<file path="src/rtl/reu_dma_engine.sv">
// REU transfer sequencer: turns one programmed stash/fetch/swap/verify job into single-byte
// C64 DMA cycles (toggle handshake) and expansion-memory accesses. Define REU_VERIFY_EN for verify mode.
module reu_dma_engine #(
    parameter int REU_ADDR_BITS = 24
) (
    input  logic                     clk,
    input  logic                     rst_n,
    input  logic                     start,
    input  logic [1:0]               cfg_mode,
    input  logic [15:0]              cfg_c64_addr,
    input  logic [REU_ADDR_BITS-1:0] cfg_reu_addr,
    input  logic [15:0]              cfg_length,
    input  logic                     cfg_fix_c64,
    input  logic                     cfg_fix_reu,
    output logic                     busy,
    output logic                     done,
    output logic                     verify_error,
    output logic [15:0]              cur_c64_addr,
    output logic [REU_ADDR_BITS-1:0] cur_reu_addr,
    output logic [16:0]              remaining,
    output logic [15:0]              dma_a,
    output logic [7:0]               dma_d,
    output logic                     dma_rw,
    output logic                     dma_req,
    input  logic [7:0]               dma_q,
    input  logic                     dma_ack,
    output logic [REU_ADDR_BITS-1:0] mem_addr,
    output logic [7:0]               mem_wdata,
    output logic                     mem_we,
    output logic                     mem_req,
    input  logic [7:0]               mem_rdata,
    input  logic                     mem_ack
);
    typedef enum logic [3:0] {
        IDLE, C_RD, C_WAIT, M_RD, M_WAIT, M_WR, C_WR, ADVANCE, FINISH
    } state_t;

    localparam logic [1:0] MODE_STASH  = 2'd0;
    localparam logic [1:0] MODE_FETCH  = 2'd1;
    localparam logic [1:0] MODE_SWAP   = 2'd2;
    localparam logic [1:0] MODE_VERIFY = 2'd3;

    state_t                   state_q;
    logic [1:0]               mode_q;
    logic                     fix_c64_q, fix_reu_q, abort_q;
    logic [7:0]               a_q, b_q;
    logic                     busy_q, done_q, verr_q;
    logic [15:0]              c64_q;
    logic [REU_ADDR_BITS-1:0] reu_q;
    logic [16:0]              rem_q;
    logic [15:0]              dma_a_q;
    logic [7:0]               dma_d_q;
    logic                     dma_rw_q, dma_req_q;
    logic [REU_ADDR_BITS-1:0] mem_addr_q;
    logic [7:0]               mem_wdata_q;
    logic                     mem_we_q, mem_req_q;

    logic                     ack_match, skip_verify;
    logic [15:0]              c64_d;
    logic [REU_ADDR_BITS-1:0] reu_d;
    logic [16:0]              rem_d;

    // The C64 side is idle only when the toggle pair agrees; this also blocks starts after a mid-cycle reset.
    assign ack_match = (dma_ack == dma_req_q);
    assign c64_d     = fix_c64_q ? c64_q : c64_q + 16'd1;
    assign reu_d     = fix_reu_q ? reu_q : reu_q + REU_ADDR_BITS'(1);
    assign rem_d     = rem_q - 17'd1;

`ifdef REU_VERIFY_EN
    assign skip_verify = 1'b0;
`else
    assign skip_verify = (cfg_mode == MODE_VERIFY);
`endif

    always_ff @(posedge clk or negedge rst_n) begin
        if (!rst_n) begin
            state_q     <= IDLE;
            mode_q      <= MODE_STASH;
            fix_c64_q   <= 1'b0;
            fix_reu_q   <= 1'b0;
            abort_q     <= 1'b0;
            a_q         <= 8'd0;
            b_q         <= 8'd0;
            busy_q      <= 1'b0;
            done_q      <= 1'b0;
            verr_q      <= 1'b0;
            c64_q       <= 16'd0;
            reu_q       <= '0;
            rem_q       <= 17'd0;
            dma_a_q     <= 16'd0;
            dma_d_q     <= 8'd0;
            dma_rw_q    <= 1'b0;
            dma_req_q   <= 1'b0;
            mem_addr_q  <= '0;
            mem_wdata_q <= 8'd0;
            mem_we_q    <= 1'b0;
            mem_req_q   <= 1'b0;
        end else begin
            case (state_q)
                IDLE: begin
                    done_q <= 1'b0;
                    if (start && ack_match) begin
                        busy_q    <= 1'b1;
                        verr_q    <= 1'b0;
                        mode_q    <= cfg_mode;
                        fix_c64_q <= cfg_fix_c64;
                        fix_reu_q <= cfg_fix_reu;
                        if (skip_verify) begin
                            state_q <= FINISH;
                        end else begin
                            c64_q   <= cfg_c64_addr;
                            reu_q   <= cfg_reu_addr;
                            rem_q   <= (cfg_length == 16'd0) ? 17'h10000 : {1'b0, cfg_length};
                            state_q <= (cfg_mode == MODE_FETCH) ? M_RD : C_RD;
                        end
                    end
                end
                C_RD: begin
                    dma_a_q   <= c64_q;
                    dma_rw_q  <= 1'b0;
                    dma_req_q <= ~dma_req_q;
                    state_q   <= C_WAIT;
                end
                C_WR: begin
                    dma_a_q   <= c64_q;
                    dma_d_q   <= b_q;
                    dma_rw_q  <= 1'b1;
                    dma_req_q <= ~dma_req_q;
                    state_q   <= C_WAIT;
                end
                C_WAIT: begin
                    if (ack_match) begin
                        if (dma_rw_q) begin
                            state_q <= ADVANCE;
                        end else begin
                            a_q     <= dma_q;
                            state_q <= (mode_q == MODE_STASH) ? M_WR : M_RD;
                        end
                    end
                end
                M_RD: begin
                    mem_addr_q <= reu_q;
                    mem_we_q   <= 1'b0;
                    mem_req_q  <= 1'b1;
                    state_q    <= M_WAIT;
                end
                M_WR: begin
                    mem_addr_q  <= reu_q;
                    mem_wdata_q <= a_q;
                    mem_we_q    <= 1'b1;
                    mem_req_q   <= 1'b1;
                    state_q     <= M_WAIT;
                end
                M_WAIT: begin
                    if (mem_ack) begin
                        mem_req_q <= 1'b0;
                        if (mem_we_q) begin
                            state_q <= (mode_q == MODE_SWAP) ? C_WR : ADVANCE;
                        end else begin
                            b_q <= mem_rdata;
                            case (mode_q)
                                MODE_FETCH: state_q <= C_WR;
                                MODE_SWAP:  state_q <= M_WR;
                                default: begin
`ifdef REU_VERIFY_EN
                                    // A mismatch still advances past the failing byte, then stops.
                                    if (mem_rdata != a_q) begin
                                        verr_q  <= 1'b1;
                                        abort_q <= 1'b1;
                                    end
`endif
                                    state_q <= ADVANCE;
                                end
                            endcase
                        end
                    end
                end
                ADVANCE: begin
                    rem_q <= rem_d;
                    c64_q <= c64_d;
                    reu_q <= reu_d;
                    if (rem_d == 17'd0 || abort_q)
                        state_q <= FINISH;
                    else
                        state_q <= (mode_q == MODE_FETCH) ? M_RD : C_RD;
                end
                FINISH: begin
                    done_q  <= 1'b1;
                    busy_q  <= 1'b0;
                    abort_q <= 1'b0;
                    state_q <= IDLE;
                end
                default: state_q <= IDLE;
            endcase
        end
    end

    assign busy         = busy_q;
    assign done         = done_q;
    assign verify_error = verr_q;
    assign cur_c64_addr = c64_q;
    assign cur_reu_addr = reu_q;
    assign remaining    = rem_q;
    assign dma_a        = dma_a_q;
    assign dma_d        = dma_d_q;
    assign dma_rw       = dma_rw_q;
    assign dma_req      = dma_req_q;
    assign mem_addr     = mem_addr_q;
    assign mem_wdata    = mem_wdata_q;
    assign mem_we       = mem_we_q;
    assign mem_req      = mem_req_q;

endmodule

</file>
<file path="config.mk">
export PLATFORM = sky130hd
export DESIGN_NAME = reu_dma_engine
export DESIGN_NICKNAME = d
export VERILOG_FILES = /design/src/rtl/reu_dma_engine.sv
export SDC_FILE = /design/constraint.sdc
export NUM_CORES = 1
export LEC_CHECK = 0
export ABC_AREA = 1
export CAP_MARGIN = 20
export CORE_MARGIN = 2
export CORE_UTILIZATION = 64
export DETAILED_ROUTE_END_ITERATION = 8
export DONT_BUFFER_PORTS = 1
export GPL_ROUTABILITY_DRIVEN = 0
export PLACE_DENSITY = 0.77
export SYNTH_ARGS = -nofsm -noshare
export SYNTH_HDL_FRONTEND = slang
export SYNTH_SLANG_ARGS = --single-unit
</file>
<file path="constraint.sdc">
create_clock -name clk -period 1.95 [get_ports clk]
set_input_delay 0.39 -clock clk [delete_from_list [all_inputs] [get_ports clk]]
set_output_delay 0.39 -clock clk [all_outputs]
set_load 0.01 [all_outputs]
</file>
==> out/results.tsv, run 1 <==
metric	value	unit
Pwr Density	1804	mW/mm²
Max FO, Critical Path	3	
initial antenna violation count	1	
worst path buffer plus inverter count	2	
Num CTS Buffers	17	
WL/cell	18.14	µm
fmax	509.8	MHz
Sw Pwr	6551	µW
Routed Antenna Nets	0	
CP required	2260	ps
router iterations before antenna repair	6	
via/cell ratio	5.982	
Slew @ Worst Pin	497.9	ps
R2R setup slack	-10	ps
leak pwr	0.003900	µW
synthesized cell area	0.007371	mm²
CTS root buf	clkbuf_16	
CP endpoint kind	flop	
Worst Hold Class	in -> async	
maximum vdd ir drop	0.001027	V
Crit Path Class	reg -> reg	
Die Width	111.3	µm
PnR worst setup slack	-11.48	ps
post-synth top area share	48.55	%
max incr delay on CP	450	ps
# nets final	971	
R2R depth	15	
Final Non-Filler Cells	1043	
hpwl dp	13.05	mm
CP startpoint kind	flop	
die height	111.3	µm
minimum clock period	1961	ps
failing checks	negative hold slack, negative setup slack	
switch share	42.29	%
top post-synthesis cells by area	dfrtp_1 (49%), nand2_1 (7.0%), nor2_1 (5.9%)	
dominant cell type by area after synthesis	dfrtp_1	
Int Power	8941	µW
final WL	18.92	mm
synth warn	0	
DRC Markers	0	
sequential share of power	40.7	%
end of the worst register-to-register path	state_q[1]	
H-tree depth	4	
Mapped Cells	847	
period utilization	100.6	%
worst hold slack	-337.7	ps
register area share after synthesis	48.55	%
final setup vio count	1	
FF+latch count, synth	143	
Critical Path Source	remaining[1]	
io pins	201	
syn avg cell area	8.702	µm²
Iteration-0 DRC Markers	541	
Max Cap Viol	0	
row count	39	
worst skew pair latency	420	ps
worst r2r src	remaining[1]	
asr flop ratio synth	100.0	%
Slew HR	66.50	%
grt ovf	0	
Filler Cell Count	800	
global-route wire length before repair	29.97	mm
CP top delay family	simple AND/OR/NAND/NOR gates	
DP Area	0.007750	mm²
vias in the first global route	6042	
Layout Utilization	75.85	%
Initial Util	65.11	%
clock sink count	143	
Post-Syn Nets	932	
dpl cells	1000	
count leader, synth	dfrtp_1	
Core Footprint	0.01132	mm²
PortBufs	0	
clock power share	22.0	%
fraction of layout cells with a size suffix above 1	21.80	%
critical path arrival	2270	ps
Final Instance Area	0.008587	mm²
Setup Skew	5.942	ps
Max Buffers Root-to-Sink	2	
Commonest cells post-synth	dfrtp_1 (143), nand2_1 (138), nor2_1 (116), inv_1 (76), a21oi_1 (71)	
GRT Total Usage	30.02	%
via total after detailed routing	6239	
largest net degree at the start of global routing	144	
logic gate share of total power	37.4	%
Reg clk slew, reported paths	60	ps
crit path cell chain	inv_2, ha_4, buf_4, nand3_2, nand2_2, nor2_2, nand2_1, nor2_1, nand3_1, nor2_2, nand2_2, nand3_2, nand2_1, nand2_1, nand2_1	
most used cell along the critical path	nand2_1	
Pins Over Slew Limit	0	
unrepaired setup endpoints after global routing	yes	
Crit-path slowest cell	dfrtp_1	
EDFF count, synth	0	
Distinct cells, synth	48	
final hold vios	143	
P&R area growth vs syn	16.50	%
CTS tree	yes	
DIE AREA	0.01239	mm²
outcome	complete, but fails checks	
Main synth FF type	dfrtp_1	
==> power by group through the flow <==
stage / registers, µW / logic [µW] / clock network (µW)
after floorplan: 6000 / 3910 / 0
after global placement: 6170 / 5170 / 0
after detailed placement: 6240 / 5390 / 0
after CTS: 6220 / 5470 / 3450
after global routing: 6480 / 6380 / 3580
final: 6300 / 5790 / 3400
==> logic make-up (layout without fill, tap and decap cells) <==
family	after synthesis	count (layout)	synth area share, %
and+or+nand+nor	342	342	21.47
adders and majority gates	4	4	0.6790
muxes	37	37	5.636
buffers and inverters	114	166	6.366
other	1	2	0.05088
xor gates and xnor gates	28	28	3.429
AOI/OAI and AO/OA	178	178	13.82
DFF	143	143	48.55
==> registers in the layout, summed over array words and instances, names as in the netlist, 4 cells and up <==
name,count
mem_addr,24
a_q,8
remaining,17
cur_c64_addr,16
state_q,4
mem_wdata,8
dma_a,16
b_q,8
dma_d,8
cur_reu_addr,24
==> worst max-delay path by stage <==
stage	to	slack (ps)	depth (start not counted)
finish	state_q[1]	-10	15
global route	state_q[1]	-100	15
CTS	state_q[1]	10	15
detailed placement	state_q[1]	20	13
global placement	state_q[1]	60	15
floorplan	state_q[1]	100	15
==> layout by cell type (no fill, tap or decap), types with 11 or more instances in the layout <==
cell / instances
a21oi_1: 71
a22oi_1: 11
buf_4: 48
clkbuf_16: 17
dfrtp_1: 136
inv_1: 74
mux2_2: 36
nand2_1: 134
nand3_1: 28
nor2_1: 107
nor2_2: 14
o21ai_0: 34
o21ai_1: 23
o22ai_1: 13
xor2_1: 21
==> stage by stage <==
step,TNS [ps],setup WS [ps],power [µW],hold slack (ps)
floorplan,0,101.2,9902,94.41
global placement,0,56.69,11340,98.07
detailed placement,0,21.41,11640,97.69
CTS,0,13.77,15130,-347.8
global route,-340.2,-98.05,16440,-352.7
finish,-11.48,-11.48,15490,-337.7
==> layout make-up <==
type	instances	area, µm²	share of cell area, %
Clock inverter	14	191.4	2.229
Antenna cell	1	2.502	0.02914
Multi-Input combinational cell	590	3457	40.26
Clock buffer	18	429.2	4.998
Inverter	82	317.8	3.701
Tap cell	143	178.9	2.084
Sequential cell	143	3587	41.77
Timing Repair Buffer	52	422.9	4.925
==> timing repair <==
action	in CTS	in global routing
setup buffers	0	10
setup endpoints to repair	1	17
pin swaps	1	17
resized for setup	3	38
hold endpoints to repair	143	143
==> metal layers <==
metal	vias to the layer above	part of all wire [%]	track usage, %	wire, µm
met4	0	3.1	13.17	585
met5	-	0	0	0
met3	58	9.1	9.513	1721
met1	2969	39	38.63	7419
met2	310	49	47.15	9188
li1	2902	-	-	-
Note: power is estimated with default switching activity, not from simulation.
==> inputs of run 2 (changes only) <==
--- a/config.mk
+++ b/config.mk
@@ -7,12 +7,13 @@
 export LEC_CHECK = 0
 export ABC_AREA = 1
 export CAP_MARGIN = 20
+export CORE_ASPECT_RATIO = 0.75
 export CORE_MARGIN = 2
 export CORE_UTILIZATION = 64
 export DETAILED_ROUTE_END_ITERATION = 8
 export DONT_BUFFER_PORTS = 1
 export GPL_ROUTABILITY_DRIVEN = 0
-export PLACE_DENSITY = 0.77
+export PLACE_DENSITY = 0.81
 export SYNTH_ARGS = -nofsm -noshare
 export SYNTH_HDL_FRONTEND = slang
 export SYNTH_SLANG_ARGS = --single-unit
==> run 2 against run 1 <==
Effect of this change:
- the flow still finishes with violations (negative hold slack, negative setup slack)
- non-clock buffer count increased by 6
- hold slack improved by 4.3 ps
- die area is essentially flat
- highest routed layer unchanged
==> out/results.tsv, run 2 (synthesized netlist as in run 1, its figures left out) <==
metric	value	unit	change
period utilization	105.0	%	+4.4 points
Num CTS Buffers	17		unchanged
GRT Total Usage	31.64	%	+1.6 points
fraction of layout cells with a size suffix above 1	22.10	%	+0.30 points
H-tree depth	4		unchanged
failing checks	negative hold slack, negative setup slack		
initial antenna violation count	0		-1
CTS root buf	clkbuf_16		
Pwr Density	1808	mW/mm²	+0.22%
hpwl dp	13.33	mm	+2.2%
R2R setup slack	-100	ps	-90 ps
Met2 Wirelength	9.224	mm	+0.39%
worst skew pair latency	410	ps	about the same
Routed Antenna Nets	0		unchanged
final hold vios	143		unchanged
outcome	complete, but fails checks		
Max Buffers Root-to-Sink	2		unchanged
worst r2r src	remaining[1]		
Met1 Wirelength	7.597	mm	+2.4%
met3 wire length	2.072	mm	+20%
Multi-input gate area	0.003441	mm²	-0.47%
most used cell along the critical path	nand2_1		
fmax	488.6	MHz	-4.2%
io pins	201		unchanged
most common cell after layout, fill and taps aside	dfrtp_1		
leak pwr	0.003910	µW	+0.25%
Iteration-0 DRC Markers	543		+0.37%
DP Area	0.007734	mm²	-0.21%
clock sink count	143		unchanged
CTS tree	yes		
maximum vdd ir drop	0.0009246	V	-9.9%
P&R area growth vs syn	16.26	%	
Filler Cell Count	765		-4.4%
via/cell ratio	6.074		+1.5%
minimum clock period	2047	ps	+85.08 ps
Worst Hold Class	in -> async		
die height	96.94	µm	-13%
DIE AREA	0.01240	mm²	about the same
Die Width	127.9	µm	+15%
critical path arrival	2340	ps	+70 ps
router iterations before antenna repair	6		unchanged
R2R depth	13		-2
via total after detailed routing	6347		+1.7%
final setup vio count	2		+1
Crit Path Class	reg -> reg		
top sig layer	met4		
Reg area	0.003586	mm²	about the same
most frequent cells in the layout	dfrtp_1 (137), nand2_1 (134), nor2_1 (107), inv_1 (73), a21oi_1 (71)		
Max Cap Viol	0		unchanged
grt ovf	0		unchanged
global-route wire length before repair	31.41	mm	+4.8%
Core Footprint	0.01107	mm²	-2.3%
Max FO, Critical Path	3		unchanged
CP endpoint kind	flop		
Crit-path slowest cell	dfrtp_2		
DRC Markers	0		unchanged
Final Instance Area	0.008569	mm²	-0.20%
row count	33		-15%
Initial Util	66.61	%	+1.5 points
# diodes	0		-1
max incr delay on CP	450	ps	about the same
PnR worst setup slack	-96.56	ps	-85.08 ps
Slew HR	61.80	%	-4.7 points
final WL	19.37	mm	+2.4%
WL/cell	18.54	µm	+2.2%
Setup Skew	9.819	ps	+3.877 ps
vias in the first global route	6315		+4.5%
CP startpoint kind	flop		
Slew @ Worst Pin	567.8	ps	+69.88 ps
Pins Over Slew Limit	0		unchanged
# nets final	977		+0.62%
PortBufs	0		unchanged
end of the worst register-to-register path	state_q[1]		
largest net degree at the start of global routing	144		unchanged
crit path cell chain	inv_2, ha_4, buf_4, nand3_1, xor2_1, nor2_1, nand3_1, nor2_2, nand2_1, nand3_1, nand2_1, nand2_1, nand2_1		
unrepaired setup endpoints after global routing	yes		
Reg clk slew, reported paths	70	ps	about the same
worst hold slack	-333.4	ps	+4.306 ps
CP required	2250	ps	about the same
==> run 2: final cells by class <==
class | instances | share of cell area (%)
sequential | 143 | 41.85
multi-input combinational | 590 | 40.15
timing repair buffer | 58 | 5.315
clock buffer | 17 | 4.964
inverter | 82 | 3.752
tap | 140 | 2.044
clock inverter | 15 | 1.927
==> run 2: worst max path at each step <==
stage	slack [ps]	cells past startpoint	startpoint	to
floorplan	100	15	remaining[0]	state_q[1]
global placement	70	14	remaining[4]	state_q[1]
detailed placement	-50	15	remaining[1]	state_q[1]
CTS	4	14	remaining[2]	state_q[1]
global route	-300	13	remaining[1]	state_q[1]
finish	-100	13	remaining[1]	state_q[1]
==> run 2: routing by layer <==
| layer | global-route usage [%] | vias to the layer above |
|---|---|---|
| met1 | 41.63 | 3014 |
| met2 | 50.80 | 374 |
| met3 | 9.237 | 50 |
| li1 | - | 2909 |
| met4 | 10.06 | 0 |
| met5 | 0 | - |
==> run 2: per-stage QoR <==
| stage | total power (µW) | worst slack [ps] | utilization [%] | setup TNS (ps) | instances |
|---|---|---|---|---|---|
| detailed placement | 11690 | -51.40 | 69.89 | -51.40 | 997 |
| floorplan | 9902 | 101.2 | - | 0 | 847 |
| CTS | 15090 | 3.838 | 75.59 | 0 | 1031 |
| global placement | 11330 | 65.41 | 69.89 | 0 | 997 |
| finish | 15490 | -96.56 | 77.44 | -119.3 | 1045 |
| global route | 16480 | -301.4 | 77.44 | -850.6 | 1045 |
==> run 2: where the power goes <==
part	switching (µW)	internal, µW
Sequential	1930	4430
Clock	1440	1830
Combinational	3480	2380
==> run 2: timing repair <==
action / in CTS / in global routing
setup buffers: 2 / 14
endpoints found under the setup margin: 2 / 39
endpoints found under the hold margin: 143 / 143
pin swaps: 2 / 13
resized for setup: 6 / 32
==> run 2: critical path: cells and delay by family, from the launching register on <==
kind / cells / cell delay, ps
xor+xnor: 1 / 180
buf+inv: 2 / 220
fa+ha+maj: 1 / 160
simple gates: 9 / 920
flops: 1 / 450
==> inputs of run 3 (changes only) <==
--- a/config.mk
+++ b/config.mk
@@ -9,11 +9,12 @@
 export CAP_MARGIN = 20
 export CORE_ASPECT_RATIO = 0.75
 export CORE_MARGIN = 2
-export CORE_UTILIZATION = 64
+export CORE_UTILIZATION = 65
 export DETAILED_ROUTE_END_ITERATION = 8
 export DONT_BUFFER_PORTS = 1
 export GPL_ROUTABILITY_DRIVEN = 0
-export PLACE_DENSITY = 0.81
+export PLACE_DENSITY = 0.82
 export SYNTH_ARGS = -nofsm -noshare
 export SYNTH_HDL_FRONTEND = slang
 export SYNTH_SLANG_ARGS = --single-unit
+export TNS_END_PERCENT = 5
==> constraint.sdc (replaced) <==
create_clock -name clk -period 2.44 [get_ports clk]
set_input_delay 0.488 -clock clk [delete_from_list [all_inputs] [get_ports clk]]
set_output_delay 0.488 -clock clk [all_outputs]
set_load 0.01 [all_outputs]
==> run 3 against run 2 <==
Effect of this change:
- the run ends with negative hold slack left
- combinational power decreased by 33%
- largest cell class unchanged
- hold slack better by 96 ps
- critical path depth is 3 lower
- fmax decreased by 8.5%
- worst setup slack gained 300 ps
- total power down 24%
- critical endpoint is now cur_reu_addr[20]
- non-clock buffer count shrank 47
==> out/results.tsv, run 3 (synthesized netlist as in run 1, its figures left out) <==
metric	value	unit	change
outcome	complete, but fails checks		
failing checks	negative hold slack		
most common cell after layout, fill and taps aside	dfrtp_1		
Slew @ Worst Pin	749.3	ps	+181.5 ps
# diodes	0		unchanged
via total after detailed routing	6141		-3.2%
minimum clock period	2236	ps	+189.4 ps
PnR worst setup slack	204.0	ps	+300.6 ps
Initial Util	67.11	%	+0.50 points
Core Footprint	0.01098	mm²	-0.75%
unrepaired setup endpoints after global routing	no		
Setup TNS	0	ps	+119.3 ps
period utilization	91.64	%	-13 points
Setup Skew	11.09	ps	+1.271 ps
Iteration-0 DRC Markers	566		+4.2%
DIE AREA	0.01222	mm²	-1.5%
Worst Hold Class	in -> async		
crit path cell chain	inv_1, nor2_2, inv_2, nor2_4, inv_2, o21ai_2, inv_1, nor2_1, o21ai_1, nand2_1		
initial antenna violation count	0		unchanged
Reg clk slew, reported paths	70	ps	about the same
CP endpoint kind	flop		
die height	96.22	µm	-0.74%
worst r2r src	state_q[2]		
Routed Antenna Nets	0		unchanged
critical path arrival	2580	ps	+240 ps
final hold vios	143		unchanged
worst skew pair latency	420	ps	about the same
max incr delay on CP	590	ps	+140 ps
leak pwr	0.003674	µW	-6.0%
R2R depth	10		-3
# nets final	930		-4.8%
maximum vdd ir drop	0.0007754	V	-16%
Pins Over Slew Limit	0		unchanged
R2R setup slack	200	ps	+300 ps
Setup crit end	cur_reu_addr[20]		
CP Depth	10		-3
hpwl dp	13.01	mm	-2.4%
grt ovf	0		unchanged
pre-CTS setup slack	244.2	ps	+295.6 ps
GRT Total Usage	30.66	%	-0.97 points
router iterations before antenna repair	6		unchanged
Slew HR	50.04	%	-12 points
worst hold slack	-237.2	ps	+96.17 ps
Crit Path Class	reg -> reg		
WL/cell	18.76	µm	+1.2%
Pwr Density	1449	mW/mm²	-20%
DRC Markers	0		unchanged
Max FO, Critical Path	18		+15
Crit-path slowest cell	o21ai_2		
DP Area	0.007513	mm²	-2.8%
Final Instance Area	0.008118	mm²	-5.3%
PortBufs	0		unchanged
row count	33		unchanged
H-tree depth	4		unchanged
end of the worst register-to-register path	cur_reu_addr[20]		
CP top delay family	compound AO/OA/AOI/OAI gates		
fmax	447.2	MHz	-8.5%
fraction of layout cells with a size suffix above 1	15.03	%	-7.1 points
Critical Path Source	state_q[2]		
Die Width	127.0	µm	-0.75%
CP required	2790	ps	+540 ps
P&R area growth vs syn	10.13	%	
vias in the first global route	5890		-6.7%
worst path buffer plus inverter count	4		+2
most frequent cells in the layout	dfrtp_1 (143), nand2_1 (138), nor2_1 (115), inv_1 (75), a21oi_1 (71)		
final setup vio count	0		-2
final WL	18.72	mm	-3.4%
via/cell ratio	6.153		+1.3%
global-route wire length before repair	29.41	mm	-6.3%
post-CTS setup buffers	0		-2
Filler Cell Count	809		+5.8%
Num CTS Buffers	17		unchanged
CTS tree	yes		
Total Power	11770	µW	-24%
CTS root buf	clkbuf_16		
clock sink count	143		unchanged
Max Cap Viol	0		unchanged
Max Buffers Root-to-Sink	2		unchanged
largest net degree at the start of global routing	144		unchanged
CP startpoint kind	flop		
io pins	201		unchanged
==> run 3: worst register-to-register path, stage by stage (launching register included) <==
cell     delay, ps
dfrtp_1        450
inv_1           80
nor2_2         140
inv_2           80
nor2_4         110
inv_2           70
o21ai_2        590
inv_1          340
nor2_1         160
o21ai_1         80
nand2_1         90
==> run 3: power breakdown <==
group,internal [µW],switching (µW)
Combinational,1510,2420
Sequential,3530,1670
Clock,1540,1090
==> run 3: layer usage <==
layer  up-vias  GRT usage [%]  share of wire [%]
met1      2937          38.42                 39
met3        38          9.561                 11
met2       348          50.72                 48
met4         0          11.63                2.3
met5         -              0                  0
li1       2818              -                  -
==> run 3: layout make-up <==
| type | count | area, µm² | area share, % |
|---|---|---|---|
| Tap cell | 140 | 175.2 | 2.158 |
| Clock inverter | 15 | 173.9 | 2.142 |
| Sequential cell | 143 | 3578 | 44.08 |
| Inverter | 82 | 315.3 | 3.884 |
| Multi-Input combinational cell | 590 | 3342 | 41.17 |
| Clock buffer | 17 | 425.4 | 5.240 |
| Timing Repair Buffer | 11 | 107.6 | 1.326 |
==> run 3: stage by stage <==
step | hold slack, ps | utilization [%] | std cells
2_1_floorplan | 192.4 | - | 847
4_1_cts | -246.8 | 73.87 | 998
5_1_grt | -250.8 | 73.91 | 998
6_report | -237.2 | 73.91 | 998
3_5_place_dp | 195.1 | 68.41 | 966
3_3_place_gp | 195.4 | 68.41 | 966
==> run 3: how the worst min path moves through the flow <==
stage	end	slack, ps	cells past startpoint
detailed placement	mem_addr[10]	200	0
global placement	mem_addr[10]	200	0
CTS	mem_addr[10]	-250	0
global route	mem_addr[11]	-250	0
floorplan	a_q[0]	190	0
finish	mem_addr[10]	-240	0
==> run 3: repair_timing <==
| action | CTS | global route |
|---|---|---|
| gates resized for setup | 0 | 3 |
| endpoints found under the setup margin | 0 | 2 |
| endpoints found under the hold margin | 143 | 143 |
